--- src/rtl/clock_switch_ctrl.sv ---
// Glitch-free clock switch sequencer: select gap, settle, commit, with abort back to the committed clock.
// Switch takes 2*WAIT_CYCLES clk cycles; requests are taken only in IDLE (req_ready), ignored while busy.
module clock_switch_ctrl #(
  parameter int N           = 2,
  parameter int WAIT_CYCLES = 8,
  parameter int DEFAULT_SEL = 0,
  localparam int W          = (N <= 2) ? 1 : $clog2(N)
) (
  input  logic         clk,
  input  logic         rstb,
  input  logic [W-1:0] req_idx,
  input  logic         req_valid,
  output logic         req_ready,
  input  logic [N-1:0] clk_ok,
  output logic [N-1:0] select,
  output logic [W-1:0] cur_idx,
  output logic         busy,
  output logic         done,
  output logic         err
);

  localparam int CW = $clog2(WAIT_CYCLES) + 1;
  localparam logic [CW-1:0] CNT_LOAD = CW'(WAIT_CYCLES - 1);
  localparam logic [W-1:0]  DEF_IDX  = W'(DEFAULT_SEL);

  typedef enum logic [1:0] {IDLE, GAP, SETTLE} state_t;

  function automatic logic [N-1:0] onehot(input logic [W-1:0] i);
    return {{(N-1){1'b0}}, 1'b1} << i;
  endfunction

  state_t         state_q, state_d;
  logic [CW-1:0]  cnt_q, cnt_d;
  logic [W-1:0]   target_q, target_d;
  logic [W-1:0]   cur_idx_q, cur_idx_d;
  logic [N-1:0]   select_q, select_d;
  logic           abort_q, abort_d;
  logic           done_q, done_d;
  logic           err_q, err_d;
  logic           req_ok;
  logic           tgt_lost;

  always_ff @(posedge clk or negedge rstb) begin
    if (!rstb) begin
      state_q   <= IDLE;
      cnt_q     <= '0;
      target_q  <= DEF_IDX;
      cur_idx_q <= DEF_IDX;
      select_q  <= onehot(DEF_IDX);
      abort_q   <= 1'b0;
      done_q    <= 1'b0;
      err_q     <= 1'b0;
    end else begin
      state_q   <= state_d;
      cnt_q     <= cnt_d;
      target_q  <= target_d;
      cur_idx_q <= cur_idx_d;
      select_q  <= select_d;
      abort_q   <= abort_d;
      done_q    <= done_d;
      err_q     <= err_d;
    end
  end

  always_comb begin
    state_d   = state_q;
    cnt_d     = cnt_q;
    target_d  = target_q;
    cur_idx_d = cur_idx_q;
    select_d  = select_q;
    abort_d   = abort_q;
    done_d    = 1'b0;
    err_d     = 1'b0;

    req_ok   = (int'(req_idx) < N) && clk_ok[req_idx];
    // Once retreating to the committed clock, losing it again must not restart the sequence.
    tgt_lost = (target_q != cur_idx_q) && !clk_ok[target_q];

    unique case (state_q)
      IDLE: begin
        if (req_valid) begin
          if (!req_ok) begin
            err_d = 1'b1;
          end else if (req_idx == cur_idx_q) begin
            done_d = 1'b1;
          end else begin
            target_d = req_idx;
            abort_d  = 1'b0;
            select_d = '0;
            cnt_d    = CNT_LOAD;
            state_d  = GAP;
          end
        end
      end
      GAP, SETTLE: begin
        if (tgt_lost) begin
          target_d = cur_idx_q;
          abort_d  = 1'b1;
          select_d = '0;
          cnt_d    = CNT_LOAD;
          state_d  = GAP;
        end else if (cnt_q != '0) begin
          cnt_d = cnt_q - CW'(1);
        end else if (state_q == GAP) begin
          select_d = onehot(target_q);
          cnt_d    = CNT_LOAD;
          state_d  = SETTLE;
        end else begin
          cur_idx_d = target_q;
          done_d    = !abort_q;
          err_d     = abort_q;
          state_d   = IDLE;
        end
      end
      default: state_d = IDLE;
    endcase
  end

  assign req_ready = (state_q == IDLE);
  assign busy      = (state_q != IDLE);
  assign select    = select_q;
  assign cur_idx   = cur_idx_q;
  assign done      = done_q;
  assign err       = err_q;

endmodule

--- config.mk ---
export PLATFORM = sky130hd
export DESIGN_NAME = clock_switch_ctrl
export DESIGN_NICKNAME = d
export VERILOG_FILES = /design/src/rtl/clock_switch_ctrl.sv
export SDC_FILE = /design/constraint.sdc
export NUM_CORES = 1
export LEC_CHECK = 0
export CORE_ASPECT_RATIO = 0.7
export CORE_MARGIN = 5
export CORE_UTILIZATION = 35
export CTS_BUF_LIST = sky130_fd_sc_hd__clkbuf_4 sky130_fd_sc_hd__clkbuf_8 sky130_fd_sc_hd__clkbuf_16
export DETAILED_ROUTE_END_ITERATION = 6
export MAX_ROUTING_LAYER = met4
export SKIP_LAST_GASP = 1
export SLEW_MARGIN = 20
export SYNTH_ARGS = -nofsm -noshare
export SYNTH_HDL_FRONTEND = slang
export SYNTH_SLANG_ARGS = --single-unit
--- constraint.sdc ---
create_clock -name clk -period 2.1 [get_ports clk]
set_input_delay 0.42 -clock clk [delete_from_list [all_inputs] [get_ports clk]]
set_output_delay 0.42 -clock clk [all_outputs]
set_load 0.02 [all_outputs]
# Yosys cells after proc, flatten, opt, wreduce, memory -nomap -nowiden
# Cells that the tools add are included.
# classes
add_sub_neg	1
order_cmp	2
eq_ne	11
shifts	1
muxes	48
bitwise	3
reduce_logical	13
# op_table
operator	count
$mux 2	12
$mux 4	6
$mux 1	23
$reduce_and 5->1	2
$pmux 1 s2	4
$pmux 2 s2	2
$pmux 4 s2	1
$reduce_and 4->1	2
$ne 2x2->1 const B	3
$ne 3x3->1 const B	2
$reduce_and 6->1	1
$lt 1x2->1 const B	2
$ne 4x4->1 const B	1
$reduce_bool 2->1	2
$reduce_bool 4->1	1
$sub 4x1->4 const B	1
$not 1->1	3
$eq 2x1->1 const B	1
$eq 2x2->1 const B	1
$logic_not 1->1	2
$logic_not 2->1	1
$ne 2x1->1 const B	1
$reduce_or 2->1	1
$shl 1x1->2 const A	1
3 further kinds	3
# totals
regBits	13
word_cells	87

# Depth between registers and ports, before layout
# Gate-level depths: netlist of run 1.
# logic_depth
ltp_word	6
ltp_mapped	6

# Worst setup path after synthesis of run 1
# Ideal clock, no wire load.
# synth_path
kind	register to register
start	reg state_q[1]
end	reg state_q[0]
arrival_time_ns	1.487
required_ns	1.972
slack_ns	0.486
stages_incl_launch_ff	6
path_buffers	0
period_less_slack_ns	1.614
cell_sequence	dfrtp_1 -> inv_1 -> ha_1 -> nand3_1 -> o21ai_2 -> mux2_1
# synth_between
word_cells_on_any_way	10
classes_between	eq/ne (6); mux (1); reduce/logical (3)
# synth_rtl
element	line_no	text
from (decl)	32	state_t state_q, state_d;
from (signal assigned)	54	state_q <= state_d;
$logic_not 2->1 (*)	-	
net req_ready	13	output logic req_ready,
$ne 2x2->1 (no source line) or $ne 2x1->1 (tied branches)	-	
$reduce_and 4->1 (no source line)	-	
# Mark *: on every way through the listed nets, which the timed path passes. The rest lies on a longest branch.
# A chain may end at the register's enable or synchronous reset.

# Final worst setup path of run 1
# layout_path
start	reg state_q[0]
end	out busy
# layout_between
elab_chain_len	1
# layout_lines
element	line_no	text
$reduce_bool 2->1	120	assign busy = (state_q != IDLE);
to (decl)	17	output logic busy,
# Every way passes these cells.

==> results of run 1 <==
-- cells in the final DEF, fill, tap and decap left out, types with 3 or more instances in the layout --
| cell type | n |
|---|---|
| a21oi_1 | 5 |
| clkbuf_4 | 4 |
| clkdlybuf4s50_1 | 10 |
| dfrtp_1 | 12 |
| ha_1 | 6 |
| inv_1 | 8 |
| nand2_1 | 7 |
| nand3_1 | 4 |
| nor3_1 | 3 |
| o21ai_0 | 4 |
| o2bb2ai_1 | 3 |
-- stage by stage --
step | instances | cell area [µm²] | power (µW)
2_1_floorplan | 87 | 832 | 807
3_3_place_gp | 131 | 992 | 1010
3_5_place_dp | 131 | 992 | 1010
4_1_cts | 135 | 1020 | 1180
5_1_grt | 135 | 1020 | 1260
6_report | 135 | 1020 | 1170
-- path summary, 6_finish.rpt --
kind,startpoint,end,cells after the start
setup reg to reg,state_q[0],select[1],6
min in group asynchronous,rstb,cnt_q[1],1
setup / recovery,state_q[0],busy,4
hold / removal,select[0],select[0],1
hold reg to reg,select[0],select[0],1
max in group asynchronous,rstb,cnt_q[3],1
-- cell families after synthesis --
| group | Yosys count | share of synthesized area [%] |
|---|---|---|
| fa+ha+maj | 6 | 9.02 |
| simple gates | 33 | 24.5 |
| mux | 4 | 5.11 |
| compound gates | 22 | 17.6 |
| buf+inv | 9 | 4.51 |
| flops | 13 | 39.2 |
-- synthesized netlist by cell type (2+ instances only) --
cell	count
o2bb2ai_1	3
mux2_1	2
o41ai_1	2
a31oi_1	2
dfrtp_1	12
nor4_1	2
or3b_1	2
nor3b_1	2
a21oi_1	5
ha_1	6
nor2_1	2
o21ai_0	4
nor3_1	3
nand4b_1	2
inv_1	8
nand3_1	4
mux2i_1	2
o211ai_1	2
nand2_1	7
-- per-layer routing --
metal  part of all wire (%)  GRT usage (%)  vias up  wire, µm
li1                       -              -      359         -
met1                     53           18.0      319       965
met2                     37           14.6       25       672
met3                    8.7           4.24        4       159
met4                    1.4           4.95        0        26
met5                      0              -        -         0
-- worst register-to-register path, stage by stage, from the launching register on --
cell and delay, ps:
dfrtp_1 420, inv_1 90, ha_1 440, nand4bb_1 160
nor3_1 290, nand3_1 200, o2bb2ai_1 190
-- where the power goes --
part	switching, µW	internal (µW)	total, µW
logic	344	252	596
registers	83.3	319	402
clock network	89.9	86.8	177
-- registers in the layout, indices dropped and copies added (netlist names) --
signal,cells
cnt_q,4
select,2
state_q,2
abort_q,1
cur_idx,1
done,1
err,1
target_q,1
-- layout make-up --
type	count	area, µm²
Multi-Input combinational cell	65	468
Inverter	8	30.0
Clock buffer	4	30.0
Timing Repair Buffer	13	125
Fill cell	229	1190
Tap cell	32	40.0
Sequential cell	13	327
==> flow_summary.toml, run 1 <==
[cells_and_area]
area.growth.synth_to_final_pct = 22.6
drive_gt1_share_pct = 9.71
n_antenna_cell = 0
nNetsFinal = 116
fin_util_pct = 46.2

[logic_synthesis]
seq_area_frac_synth_pct = 39.2
synth-main-ff-cell = "dfrtp_1"
synth_warnings = 0
syn-num-nets = 99
synth_top_area_share_pct = 36.1
synth.avg_cell_area_um2 = 9.56
synthArstFlopShare_pct = 100
synth_edf_count = 0
synth_cells = 87
ys_ff_latch = 13
synth_area_leaders = "dfrtp_1, ha_1, inv_1"
synth.largest_area_cell = "dfrtp_1"
synth_cell_types = 34
netlist_area_um2 = 832

[setup_path]
crit_fanout = 5
max_stage_delay_ps = 420
crit_slowest_cell = "dfrtp_1"
crit_family = "buffers and inverters"
required_ps = 1680
crit_path_cell_trace = "inv_1 -> ha_1 -> inv_1 -> dlygate4sd2_1"
crit_type = "reg -> out"
rrSetupSlack_ps = 240
cp-start-kind = "register"
path_buf_inv = 3
critPathCaptureType = "primary output"
worstPathArrival_ps = 1560
path_common_cell = "inv_1"

[drt]
ant_nets = 0
vias = 707
drc_errors = 0
routed_wl_um = 1820
routed_via_density = 5.24
drt_first_iter_violations = 35
wl_per_cell_um = 13.5
first_pass_iters = 4

[global_routing]
grt_use_total_pct = 12.2
grt_max_degree = 14
grt_pass1_wl_um = 2990
antenna_found_initial = 0
first_global_vias = 623
overflow = 0

[timing]
tightest_slew_ps = 601
setup_viol = 0
finalHoldViolCount = 0
rsz0062_at_grt = "no"
finClkSkew_ps = 1.91
max_freq_mhz = 504
setup-tns-final_ps = 0
maxSlewHeadroom_pct = 59.8
min_period_ps = 1980
finalCritPeriodShare_pct = 94.5
setup_ws_ps = 115
fin_hold_ws_ps = 491
drv_slew = 0

[power_and_ir_drop]
p_per_area_nw_per_um2 = 1150
ir_worst_vdd_uv = 596
p_leak_uw = 0.000432

[cts]
root_buffer = "clkbuf_4"
cts_made_buffers = 3
cts_max_level = 1
worstSkewPairLatency_ps = 280
cts_setup_buffers = 0
postCtsHoldBufs = 0
cts.path.max_buffers = 2
cts_tree = "done"
cts.sinks = 13
clkTransAtPathRegs_ps = 80
cts_resized = 2

[floorplanning]
floorplan.die.width_um = 68.3
num_io_pins = 13
core_um2 = 2210
die_h_um = 50.8
dieArea_um2 = 3470
start_util_pct = 37.7
rows = 14

[min_path]
hp-class = "reg -> reg"

[flow_run]
cap_violations = 0

[place]
port_buffers = 12
preCtsSetupSlack_ps = 72.4
place.gp.congestion = 0.797
dpl.hpwl_um = 1410

[run_status]
status = "complete, no violations"
(Power assumes the default switching activity.)
==> inputs of run 2 (changes only) <==
CELL_PAD_IN_SITES_DETAIL_PLACEMENT = 1   (was default)
CELL_PAD_IN_SITES_GLOBAL_PLACEMENT = 1   (was default)
PLACE_DENSITY_LB_ADDON = 0.1   (was default)
==> flow_summary.toml, run 2 (synthesis gave the netlist of run 1 again) <==
[global_routing]
first_global_vias = 804
grt_pass1_wl_um = 4080
overflow = 0
grt_use_total_pct = 16.1
antenna_found_initial = 0
grt_max_degree = 14

[run_status]
status = "complete, no violations"

[setup_path]
rrSetupSlack_ps = 280
path_common_cell = "inv_1"
reg2reg_from = "state_q[0]"
worst_r2r_path_depth = 6
crit_path_cell_trace = "inv_1 -> ha_1 -> inv_1 -> dlygate4sd2_1"
crit_path_end = "busy"
max_stage_delay_ps = 430
r2r-end = "state_q[1]"
path_buf_inv = 3
worstSetupStartpoint = "state_q[0]"
cp.depth = 4
critPathCaptureType = "primary output"
crit_family = "buffers and inverters"
cp-start-kind = "register"
worstPathArrival_ps = 1510
crit_type = "reg -> out"
crit_slowest_cell = "dfrtp_1"
crit_fanout = 5
required_ps = 1680

[timing]
maxSlewHeadroom_pct = 56.7
max_freq_mhz = 519
drv_slew = 0
finalCritPeriodShare_pct = 91.8
setup_viol = 0
finalHoldViolCount = 0
min_period_ps = 1930
rsz0062_at_grt = "no"
tightest_slew_ps = 647
setup-tns-final_ps = 0
finClkSkew_ps = 8.52

[floorplanning]
die_h_um = 50.8
rows = 14
core_um2 = 2210
dieArea_um2 = 3470
start_util_pct = 37.7
floorplan.die.width_um = 68.3
num_io_pins = 13

[drt]
routed_wl_um = 2330
routed_via_density = 5.45
drc_errors = 0
first_pass_iters = 4
wl_per_cell_um = 17.0
drt_first_iter_violations = 36
ant_nets = 0
vias = 746

[cts]
cts_setup_buffers = 0
cts_resized = 1
cts_made_buffers = 3
worstSkewPairLatency_ps = 280
clkTransAtPathRegs_ps = 80
cts_tree = "done"
cts.path.max_buffers = 2
cts_max_level = 1
root_buffer = "clkbuf_4"
postCtsHoldBufs = 0
cts.sinks = 13

[power_and_ir_drop]
p_leak_uw = 0.000450
ir_worst_vdd_uv = 502
total_power_uw = 1220
p_per_area_nw_per_um2 = 1180

[cells_and_area]
seq_area_um2 = 327
nNetsFinal = 118
mostFrequentLayoutCells = "dfrtp_1, clkdlybuf4s50_1, inv_1, nand2_1, ha_1"
multi_input_area_um2 = 468
largest_register = "cnt_q"
drive_gt1_share_pct = 11.4
num-fill-cells = 268
area.growth.synth_to_final_pct = 24.8
largest_register_ffs = 4
final_common_cell = "dfrtp_1"
n_antenna_cell = 0

[place]
dpl.hpwl_um = 1690
place.gp.congestion = 0.751
port_buffers = 12

[min_path]
hp-class = "reg -> reg"

[flow_run]
cap_violations = 0
[run 2: cell count changes in the layout (fill, tap and decap cells not counted)]
cell,delta
buf_4,+2
dlygate4sd2_1,-1
dlymetal6s2s_1,+1
[run 2: layer usage]
metal	part of all wire [%]	track usage (%)
met1	50	21.2
met2	46	24.3
met3	3.5	5.58
met4	0.69	1.98
met5	0	-
[run 2: worst min-delay path by stage]
| stage | start | end | slack, ps | depth (start not counted) |
|---|---|---|---|---|
| 4_1_cts | select[0] | select[0] | 500 | 1 |
| 3_3_place_gp | select[0] | select[0] | 480 | 1 |
| 3_5_place_dp | select[0] | select[0] | 480 | 1 |
| 2_1_floorplan | rstb | abort_q | 120 | 0 |
| 5_1_grt | select[0] | select[0] | 510 | 1 |
| 6_report | select[0] | select[0] | 490 | 1 |
[run 2: area by class of cell]
type / instances / area share (%)
inverter: 8 / 2.89
multi-input combinational: 65 / 45.1
tap: 32 / 3.86
sequential: 13 / 31.4
clock buffer: 4 / 2.89
timing repair buffer: 15 / 13.9
[run 2: power by group]
group          switching (µW)  total, µW  leakage (µW)  internal (µW)
Combinational             359        628      0.000276            269
Clock                    92.7        179     0.0000184           86.6
Sequential               98.2        416      0.000155            318
[run 2: worst register-to-register path, delay by kind of cell, from the launching register on]
kind / cells / cell delay, ps
and+or+nand+nor: 3 / 660
DFF: 1 / 430
adders and majority gates: 1 / 380
AOI/OAI and AO/OA: 1 / 190
buffers and inverters: 1 / 90
[run 2: metrics by stage]
stage	cells	worst slack [ps]	hold slack [ps]	instance area, µm²	util, %
6_report	137	172	495	1040	47.1
5_1_grt	137	59.6	512	1040	47.1
3_5_place_dp	133	69.2	476	1010	45.6
2_1_floorplan	87	486	124	832	-
4_1_cts	137	10.7	496	1040	46.9
3_3_place_gp	133	99.1	479	1010	45.6
==> variant: new RTL, settings of run 1 <==
Change the parameter `WAIT_CYCLES` from 8 to 4.
--- a/src/rtl/clock_switch_ctrl.sv
+++ b/src/rtl/clock_switch_ctrl.sv
@@ -4,3 +4,3 @@
   parameter int N           = 2,
-  parameter int WAIT_CYCLES = 8,
+  parameter int WAIT_CYCLES = 4,
   parameter int DEFAULT_SEL = 0,
Function: changed (a bounded check fails within 10 cycles, from zero or initial values and one cycle with rstb low).
==> variant against run 1 <==
  * Global-route usage is 0.84 points higher
  * Setup slack better by 63 ps
  * Worst hold slack improved by 2.4 ps
  * Wire length down 2.0%
  * Final cell count decreased by 3.0%
  * Total power grew 16%
  * Sequential power down 5.5%
  * Area after synthesis down 4.5%
  * Cell area down 0.37%
  * Largest power group unchanged
  * Sequential cell count down 1
  * Critical path type unchanged
==> variant: results (changes against run 1) <==
CP max FO 5 (unchanged); Iteration-0 DRC Markers 36 (was 35); IO buf count 12 (unchanged); top cells by area, synth dfrtp_1, ha_1, mux2_2, dfstp_2, inv_1 (was dfrtp_1, ha_1, inv_1, dfstp_2, nand2_1); LEAKAGE 0.4525 nW (was 0.4318 nW); Inserted Diodes 0 (unchanged); arrival time worst endpoint 1500 ps (was 1560 ps); Root Buffer clkbuf_4 (unchanged); routability cong. 0.7950 (was 0.7968); max reg flops 3 (was 4); Post-DP Area 988.4 sq um (was 992.2 sq um); filler instances 217 (was 229); clock input transition at the sequential cells of the worst setup and hold paths 90 ps; ys async rst share 100.0% (unchanged); worst vdd ir 0.0005793 V (was 0.0005956 V); hold crit path type input port to async pin (was flop to flop); Syn. warnings 0 (unchanged); CTS Buf Count 3 (unchanged); most flop-heavy register cnt_q (unchanged); DRT Pass-1 Iters 4 (unchanged); final wirelength 1787 um (was 1823 um); Mapped Nets 92 (was 99); Final nets 113 (was 116); vias in the first global route 654 (was 623); CTS H-tree depth 1 (unchanged); Commonest cells post-synth dfrtp_1, ha_1, inv_1, nor2_1 (was dfrtp_1, inv_1, nand2_1, ha_1, a21oi_1); via count 701 (was 707); initial antenna violation count 0 (unchanged); share of layout cells above drive strength 1 20.20% (was 9.709%); Slew @ Worst Pin 570.5 ps (was 601.3 ps); Skew-Pair Late Insertion Delay 280 ps (about the same); Distinct cells, synth 39 (was 34); status completed (unchanged); clock skew 12.69 ps (was 1.915 ps); all-layer global routing usage 13.06% (was 12.21%); dpl hpwl 1373 um (was 1414 um); global-route wire length before repair 3139 um (was 2987 um); largest net degree at the start of global routing 13 (was 14); sequential area share after synthesis 37.95% (was 39.25%); pre-CTS setup slack -36.77 ps (was 72.37 ps); fin. max-slew vios 0 (unchanged); CTS Buffer Depth 2 (unchanged)
## variant: worst max-delay path, stage by stage (launching register included)
cell and delay (ps):
dfrtp_1 430, inv_1 120, ha_1 250, inv_1 90
dlygate4sd2_1 330
## variant: stage by stage
| step | cells | utilization (%) |
|---|---|---|
| floorplan | 79 | - |
| global placement | 127 | 45.88 |
| detailed placement | 127 | 45.88 |
| CTS | 131 | 47.15 |
| global route | 131 | 47.15 |
| finish | 131 | 47.15 |
## variant: cell families (layout without fill, tap and decap cells)
| group | Yosys count | in the layout | synth area share (%) |
|---|---|---|---|
| AND/OR/NAND/NOR | 27 | 27 | 20.63 |
| AO/OA/AOI/OAI | 20 | 20 | 19.69 |
| flip-flops | 12 | 12 | 37.95 |
| buffers and inverters | 9 | 29 | 5.197 |
| adder cells (fa/ha/maj) | 7 | 7 | 11.02 |
| multiplexers | 4 | 4 | 5.512 |
## variant: final cells by class
type                    instances  area (sq um)  area share, %
inverters                       6         22.52          2.217
multi-input cells              58         451.7          44.46
clock buffers                   4         30.03          2.956
well taps                      32         40.04          3.941
flip-flops and latches         12         301.5          29.68
repair buffers                 19         170.2          16.75
## variant: power breakdown
part	switching [W]	leakage, nW	internal [W]
registers	0.0000653	0.148	0.000315
clock network	0.0000839	0.0184	0.0000866
logic	0.000416	0.286	0.000394
## variant: timing repair
item / CTS / global route
gates resized for setup: 2 / 0
endpoints found under the setup margin: 2 / 0
buffers inserted: 0 / 0
## variant: final timing paths
| path | start | endpoint | slack, ps | cells past startpoint |
|---|---|---|---|---|
| min | rstb | err | 490 | 1 |
| max in group asynchronous | rstb | select[0] | 1220 | 1 |
| min in group clk | select[0] | select[0] | 500 | 1 |
| max reg2reg | cnt_q[0] | err | 240 | 6 |
| min reg2reg | select[0] | select[0] | 500 | 1 |
| max | state_q[1] | busy | 180 | 4 |
## variant: per-layer routing
layer / vias up / track usage (%) / share of wire [%]
met5: - / - / 0
met4: 0 / 4.040 / 1.1
met2: 22 / 16.28 / 39
met3: 4 / 5.909 / 8.6
li1: 338 / - / -
met1: 337 / 18.40 / 51
